==> src/rtl/mem_responder_pkg.sv <==
// Shared definitions for the tiny16 memory responder: state encoding,
// bus word width and wait-state limit.
package mem_responder_pkg;

    localparam int WORD_W    = 16;
    localparam int WAIT_MAX  = 7;
    localparam int CNT_W     = 3;

    typedef enum logic [1:0] {
        ST_IDLE = 2'd0,
        ST_RD   = 2'd1,
        ST_WR   = 2'd2,
        ST_DONE = 2'd3
    } state_t;

    // True when more than one strobe bit is set.
    function automatic logic multi_hot(input logic [2:0] s);
        return (s & (s - 3'd1)) != 3'd0;
    endfunction

endpackage

==> src/rtl/mem_array.sv <==
// Single-port word RAM with synchronous write and registered read.
// Read is read-before-write; contents are never reset.
module mem_array #(
    parameter int ADDR_W = 8,
    parameter int DATA_W = 16
) (
    input  logic              clk,
    input  logic              we,
    input  logic [ADDR_W-1:0] addr,
    input  logic [DATA_W-1:0] wdata,
    output logic [DATA_W-1:0] rdata
);

    logic [DATA_W-1:0] mem [2**ADDR_W];

    always_ff @(posedge clk) begin
        if (we)
            mem[addr] <= wdata;
        rdata <= mem[addr];
    end

endmodule

==> src/rtl/mem_responder.sv <==
// Memory-side responder for the tiny16 memory strobes: address latch,
// wait-stated reads and writes, and protocol error flagging.
//
// state   | meaning
// --------+-----------------------------------------------------------
// ST_IDLE | ready; accepts one strobe (address latch, write or read)
// ST_RD   | read in progress; counts down wait states, owns mem_out_en
// ST_WR   | write in progress; counts down wait states, owns mem_in_en
// ST_DONE | one-cycle completion; done (and out_en for reads) high
module mem_responder
    import mem_responder_pkg::*;
#(
    parameter int ADDR_W      = 8,
    parameter int WAIT_STATES = 1
) (
    input  logic              clk,
    input  logic              rst,
    input  logic [WORD_W-1:0] bus_in,
    input  logic              mem_addr_en,
    input  logic              mem_in_en,
    input  logic              mem_out_en,
    output logic [WORD_W-1:0] out,
    output logic              out_en,
    output logic              ready,
    output logic              done,
    output logic              err
);

    localparam logic [CNT_W-1:0] WS_LOAD = CNT_W'(WAIT_STATES);

    state_t              state;
    // Bus bits above ADDR_W alias away, so only the index bits are kept.
    logic [ADDR_W-1:0]   mar;
    logic [WORD_W-1:0]   wdata;
    logic [WORD_W-1:0]   ram_rdata;
    logic [CNT_W-1:0]    cnt;
    logic                is_rd;
    logic                err_q;
    logic                we;
    logic [2:0]          strb;

    assign strb = {mem_addr_en, mem_in_en, mem_out_en};

    // Write lands only on the final wait cycle while the requester still owns it.
    assign we = (state == ST_WR) && (cnt == '0) && mem_in_en;

    mem_array #(
        .ADDR_W (ADDR_W),
        .DATA_W (WORD_W)
    ) u_mem_array (
        .clk   (clk),
        .we    (we),
        .addr  (mar),
        .wdata (wdata),
        .rdata (ram_rdata)
    );

    always_ff @(posedge clk or negedge rst) begin
        if (!rst) begin
            state <= ST_IDLE;
            mar   <= '0;
            wdata <= '0;
            cnt   <= '0;
            is_rd <= 1'b0;
            err_q <= 1'b0;
        end else begin
            err_q <= 1'b0;
            case (state)
                ST_IDLE: begin
                    if (multi_hot(strb)) begin
                        err_q <= 1'b1;
                    end else if (mem_addr_en) begin
                        mar <= bus_in[ADDR_W-1:0];
                    end else if (mem_in_en) begin
                        wdata <= bus_in;
                        cnt   <= WS_LOAD;
                        is_rd <= 1'b0;
                        state <= ST_WR;
                    end else if (mem_out_en) begin
                        cnt   <= WS_LOAD;
                        is_rd <= 1'b1;
                        state <= ST_RD;
                    end
                end
                ST_RD: begin
                    if (!mem_out_en) begin
                        err_q <= 1'b1;
                        state <= ST_IDLE;
                    end else begin
                        if (mem_addr_en || mem_in_en)
                            err_q <= 1'b1;
                        if (cnt == '0)
                            state <= ST_DONE;
                        else
                            cnt <= cnt - 1'b1;
                    end
                end
                ST_WR: begin
                    if (!mem_in_en) begin
                        err_q <= 1'b1;
                        state <= ST_IDLE;
                    end else begin
                        if (mem_addr_en || mem_out_en)
                            err_q <= 1'b1;
                        if (cnt == '0)
                            state <= ST_DONE;
                        else
                            cnt <= cnt - 1'b1;
                    end
                end
                ST_DONE: begin
                    state <= ST_IDLE;
                end
                default: begin
                    state <= ST_IDLE;
                end
            endcase
        end
    end

    assign ready  = (state == ST_IDLE);
    assign done   = (state == ST_DONE);
    assign out_en = (state == ST_DONE) && is_rd;
    assign out    = out_en ? ram_rdata : '0;
    assign err    = err_q;

endmodule

==> config.mk <==
export PLATFORM = sky130hd
export DESIGN_NAME = mem_responder
export DESIGN_NICKNAME = d
export VERILOG_FILES = /design/src/rtl/mem_responder_pkg.sv /design/src/rtl/mem_array.sv /design/src/rtl/mem_responder.sv
export SDC_FILE = /design/constraint.sdc
export NUM_CORES = 2
export LEC_CHECK = 0
export CORE_MARGIN = 10
export CORE_UTILIZATION = 49
export DETAILED_ROUTE_END_ITERATION = 7
export PLACE_DENSITY_LB_ADDON = 0.1
export SLEW_MARGIN = 20
export SYNTH_ARGS = -nofsm -noshare
export SYNTH_HDL_FRONTEND = slang
export SYNTH_HIERARCHICAL = 1
export SYNTH_SLANG_ARGS = --single-unit
==> constraint.sdc <==
create_clock -name clk -period 5.3 [get_ports clk]
set_input_delay 0.795 -clock clk [delete_from_list [all_inputs] [get_ports clk]]
set_output_delay 0.795 -clock clk [all_outputs]
set_load 0.01 [all_outputs]
# Word level (Yosys, flattened, before mapping)
# Memories as Yosys holds them, arrays and structs flattened. A register that Yosys moved wholly into a read port is not among the register bits.
# Cells that the tools add are included.
# classes
n_addsub	2
mul	0
n_div	0
magnitude_cmp	0
n_eq_ne	8
n_shift	0
muxes	27
bitwise	3
reduce_logical	15
# op_table
operator	count
2-to-1 mux 3 bit	7
2-to-1 mux 16 bit	1
2-to-1 mux 2 bit	7
2-to-1 mux 1 bit	9
one-hot mux 3 bit (3 select lines)	1
inequality test 2 bit (second input constant)	4
one-hot mux 2 bit (4 select lines)	1
AND reduction 4 bit	2
AND reduction 3 bit	2
AND reduction 6 bit	1
nonzero test 3 bit	2
subtractor 3 x 1 -> 3 bit (second input constant)	2
equality test 2 bit (second input constant)	2
AND 3 bit	1
logical AND 1 bit	3
logical NOT 3 bit	1
inequality test 3 bit (second input constant)	1
one-hot mux 1 bit (3 select lines)	1
equality test 2 x 1 -> 1 bit (second input constant)	1
logical NOT 2 bit	1
logical OR 1 bit	2
NOT 1 bit	2
nonzero test 2 bit	1
# totals
register_bits	31
latchBits	0
ram_bits	4096
rom_bits	0
out_inout_bits	20
elab_cells	62
mem_count	1
# mem_list
name	depth	width	rd	rd_clocked_by_memory_dff	wr	line	rtl
u_mem_array.mem	256	16	1	1	1	mem_array.sv:14	logic [DATA_W-1:0] mem [2**ADDR_W];

# Logic depth before layout (Yosys ltp)
# logic_depth
word_depth	5
depth_mapped	10
depth_no_buf	8

# Cells and area by module
# The synthesis kept the hierarchy.
# by_module_without_submodules
mod	n_inst	cells_per_inst	area_per_inst_um2	seq_area_each_um2
mem_array	1	6727	155399.0	123318.3
mem_responder	1	124	1606.5	775.7

# Least setup slack after synthesis
# Ideal clock, no wire load.
# synth_path
kind	register to register
start	reg wdata[0]
end	mem u_mem_array.mem[0][0], data pin
arrival_time_ns	3.183
required_ns	4.496
setup_slack_ns	1.313
path_stages_with_launch	1
n_path_buf	0
cell_sequence	dfrtp_1
# synth_rtl
item	line	rtl
start, declared	mem_responder.sv:34	logic [WORD_W-1:0] wdata;
start signal, assigned	mem_responder.sv:75	wdata <= bus_in;
end, declared	mem_array.sv:14	
# Straight into the memory's write port.

==> impl_metrics.env <==
export IMPL_status="complete, no violations"
export IMPL_cpMaxStageDelayCell="o41ai_1"
export IMPL_place_area_mm2=0.166
export IMPL_p_leak_nw=56.0
export IMPL_slowest_delay_ns=1.04
export IMPL_layout_setup_ws_ns=1.06
export IMPL_synth_ff_type="edfxtp_1"
export IMPL_numPortBuffers=40
export IMPL_synth_edf_count=4096
export IMPL_syn_nets=6879
export IMPL_fmax_mhz=236
export IMPL_wl_per_cell_um=34.9
export IMPL_dr_pass1_iters=5
export IMPL_fin_area_mm2=0.180
export IMPL_syn_avg_cell_area_um2=22.9
export IMPL_clk_pin_slew_ns=0.06
export IMPL_dr_first_iter_drc_count=9549
export IMPL_cp_top_family="compound AO/OA/AOI/OAI gates"
export IMPL_grt_pass1_wl_um=592000
export IMPL_hold_viol_final=0
export IMPL_drc_errors=0
export IMPL_ys_ff_latch=4143
export IMPL_holdWs_ns=0.433
export IMPL_synth_top_cell_by_area="edfxtp_1"
export IMPL_vdd_drop_max_v=0.000550
export IMPL_cts_root_buffer="clkbuf_16"
export IMPL_area_delta_synth_final_pct=14.9
export IMPL_grt_pass1_vias=76300
export IMPL_top_usage_layer="met2"
export IMPL_cts_resized_gates=0
export IMPL_finalSetupTns_ns=0
export IMPL_grt_max_degree=192
export IMPL_viasPerCell=6.35
export IMPL_ant_nets=0
export IMPL_finalCriticalPeriod_ns=4.24
export IMPL_p_switching_mw=33.1
export IMPL_critical_path_buf_inv_count=4
export IMPL_yosysMostFrequentCell="edfxtp_1"
export IMPL_wl_um=419000
export IMPL_nFillCells=23400
export IMPL_grt_overflow=0
export IMPL_period_share_pct=80.0
export IMPL_grt_util_met3_pct=3.69
export IMPL_worstPathRequired_ns=6.12
export IMPL_p_int_mw=68.9
export IMPL_grt_usage_pct=24.1
export IMPL_ys_top_cells_by_count="edfxtp_1, mux4_2, a22oi_1"
export IMPL_reg2reg_slack_ns=1.06
export IMPL_rsz0062_at_grt="no"
export IMPL_slew_headroom_pct=20.0
export IMPL_synth_distinct_cells=40
export IMPL_tightest_slew_ns=1.20
export IMPL_p_comb_share_pct=29.0
export IMPL_synth_top_cell_area_share_pct=78.3
export IMPL_crit_chain="buf_16, buf_12, buf_4, mux4_2, a22oi_1, a21oi_1, o41ai_1, buf_4, nand4_1"
export IMPL_critical_path_arrival_ns=5.06
export IMPL_synth_async_reset_ratio_pct=0.748
export IMPL_placedCellCount=11200
export IMPL_syn_cell_area_mm2=0.157
export IMPL_synth_area_top_cells="edfxtp_1, mux4_2, a22oi_1"
export IMPL_die_h_um=586
export IMPL_preCtsSetupSlack_ns=0.715
export IMPL_antenna_found_initial=13
export IMPL_ios=41
export IMPL_drive_gt1_share_pct=30.5
export IMPL_hold_path_class="in -> async"
export IMPL_cts_sinks=4143
export IMPL_finalMaxSlewViolations=0
export IMPL_clk_insertion_delay_late_ns=0.98
export IMPL_cts_root_to_sink_buffers=4
export IMPL_place_congestion=0.842
export IMPL_p_seq_share_pct=41.8
export IMPL_htreeDepth=5
export IMPL_skew_ns=0.0503
export IMPL_finalNonFillerCells=12000
export IMPL_dpl_hpwl_um=250000
export IMPL_cpMostUsedCell="buf_4"
export IMPL_clkPwrFrac_pct=29.2
export IMPL_worstSetupPathType="reg -> reg"
export IMPL_start_util_pct=49.3
export IMPL_die_area_mm2=0.343
export IMPL_syn_inst=6851
export IMPL_coreArea_mm2=0.319
export IMPL_maxCapViolations=0
export IMPL_via_count=76200
export IMPL_cts_tree="yes"
export IMPL_nets=7483
export IMPL_grt_use_met1_pct=35.2
export IMPL_p_sw_share_pct=32.5
export IMPL_grt_met2_usage_pct=38.1
export IMPL_worst_setup_path_end_kind="register"
export IMPL_yosys_warnings=6
export IMPL_ys_seq_area_share_pct=79.0
export IMPL_cp_max_fo=29
export IMPL_setup_viol=0
export IMPL_critPathLaunchType="register"
export IMPL_numCtsBuffers=423
export IMPL_rows=207
export IMPL_dieWidth_um=586
export IMPL_p_per_area_mw_per_mm2=565
==> routing by layer <==
layer  routed length [um]  vias to the layer above
li1                     -                    30800
met1               171000                    41600
met2               201000                     3298
met3                32300                      586
met4                14700                        8
met5                   55                        -
==> per-stage QoR <==
step | utilization, % | power, mW
after floorplan | - | 60.2
after global placement | 52.2 | 72.7
after detailed placement | 52.2 | 73.2
after CTS | 56.6 | 103
after global routing | 56.6 | 105
final | 56.6 | 102
==> cells by family (layout without fill, tap and decap cells) <==
family | count (synthesis) | in the layout | share of synthesized area, %
other cells | 0 | 15 | 0
compound gates | 844 | 844 | 3.68
mux | 1050 | 1050 | 14.9
flops | 4143 | 4143 | 79.0
fa+ha+maj | 7 | 7 | 0.0558
buf+inv | 434 | 1393 | 1.28
xor+xnor | 1 | 1 | 0.0104
simple gates | 372 | 372 | 1.04
==> worst register-to-register path, cell delays in order, from the launching register on <==
cell and delay, ns:
dfrtp_4 0.77, buf_16 0.31, buf_12 0.31, buf_4 0.39, mux4_2 0.42, a22oi_1 0.28, a21oi_1 0.14, o41ai_1 1.04
buf_4 0.33, nand4_1 0.11
==> power by group through the flow <==
stage	Combinational [mW]	Sequential, mW	Clock (mW)
global route	31.1	42.6	31.6
floorplan	15.0	45.2	0
finish	29.6	42.6	29.8
CTS	29.8	42.8	30.3
detailed placement	29.7	43.5	0
global placement	29.3	43.5	0
==> worst paths after layout <==
path	startpoint	depth (start not counted)	endpoint
worst min-delay path	rst	2	wdata[10]
worst min register to register	cnt[0]	1	cnt[0]
min in group clk	bus_in[10]	2	wdata[10]
worst max register to register	mar[1]	9	u_mem_array/rdata[8]
max in group asynchronous	rst	2	wdata[4]
worst max-delay path	mar[1]	9	u_mem_array/rdata[8]
==> flip-flops by register name, summed over array words and instances (netlist names) <==
name,count
cnt,3
err,1
is_rd,1
mar,8
state,2
u_mem_array/mem,4096
u_mem_array/rdata,16
wdata,16
==> cells in the final DEF, fill, tap and decap left out, drive strengths merged, types with 39 or more instances in the layout <==
cell / n
a22oi: 513
nor2: 234
clkinv: 182
clkdlybuf4s50: 39
mux4: 1024
buf: 565
a21oi: 258
bufinv: 48
o41ai: 64
clkbuf: 520
edfxtp: 4096
==> repair_timing <==
action                    4_1_cts  5_1_grt
setup buffers                   0        0
hold endpoints to repair       31        0
hold buffers                    1        0
==> cell type report <==
class	count	area, um^2	area share (%)
antenna	15	37.5	0.0208
clock buffer	520	11200	6.21
clock inverter	260	2680	1.48
inverter	8	30.0	0.0166
multi-input combinational	2274	31600	17.5
sequential	4143	124000	68.8
tap	4180	5230	2.90
timing repair buffer	605	5500	3.05
(Power assumes the default switching activity.)
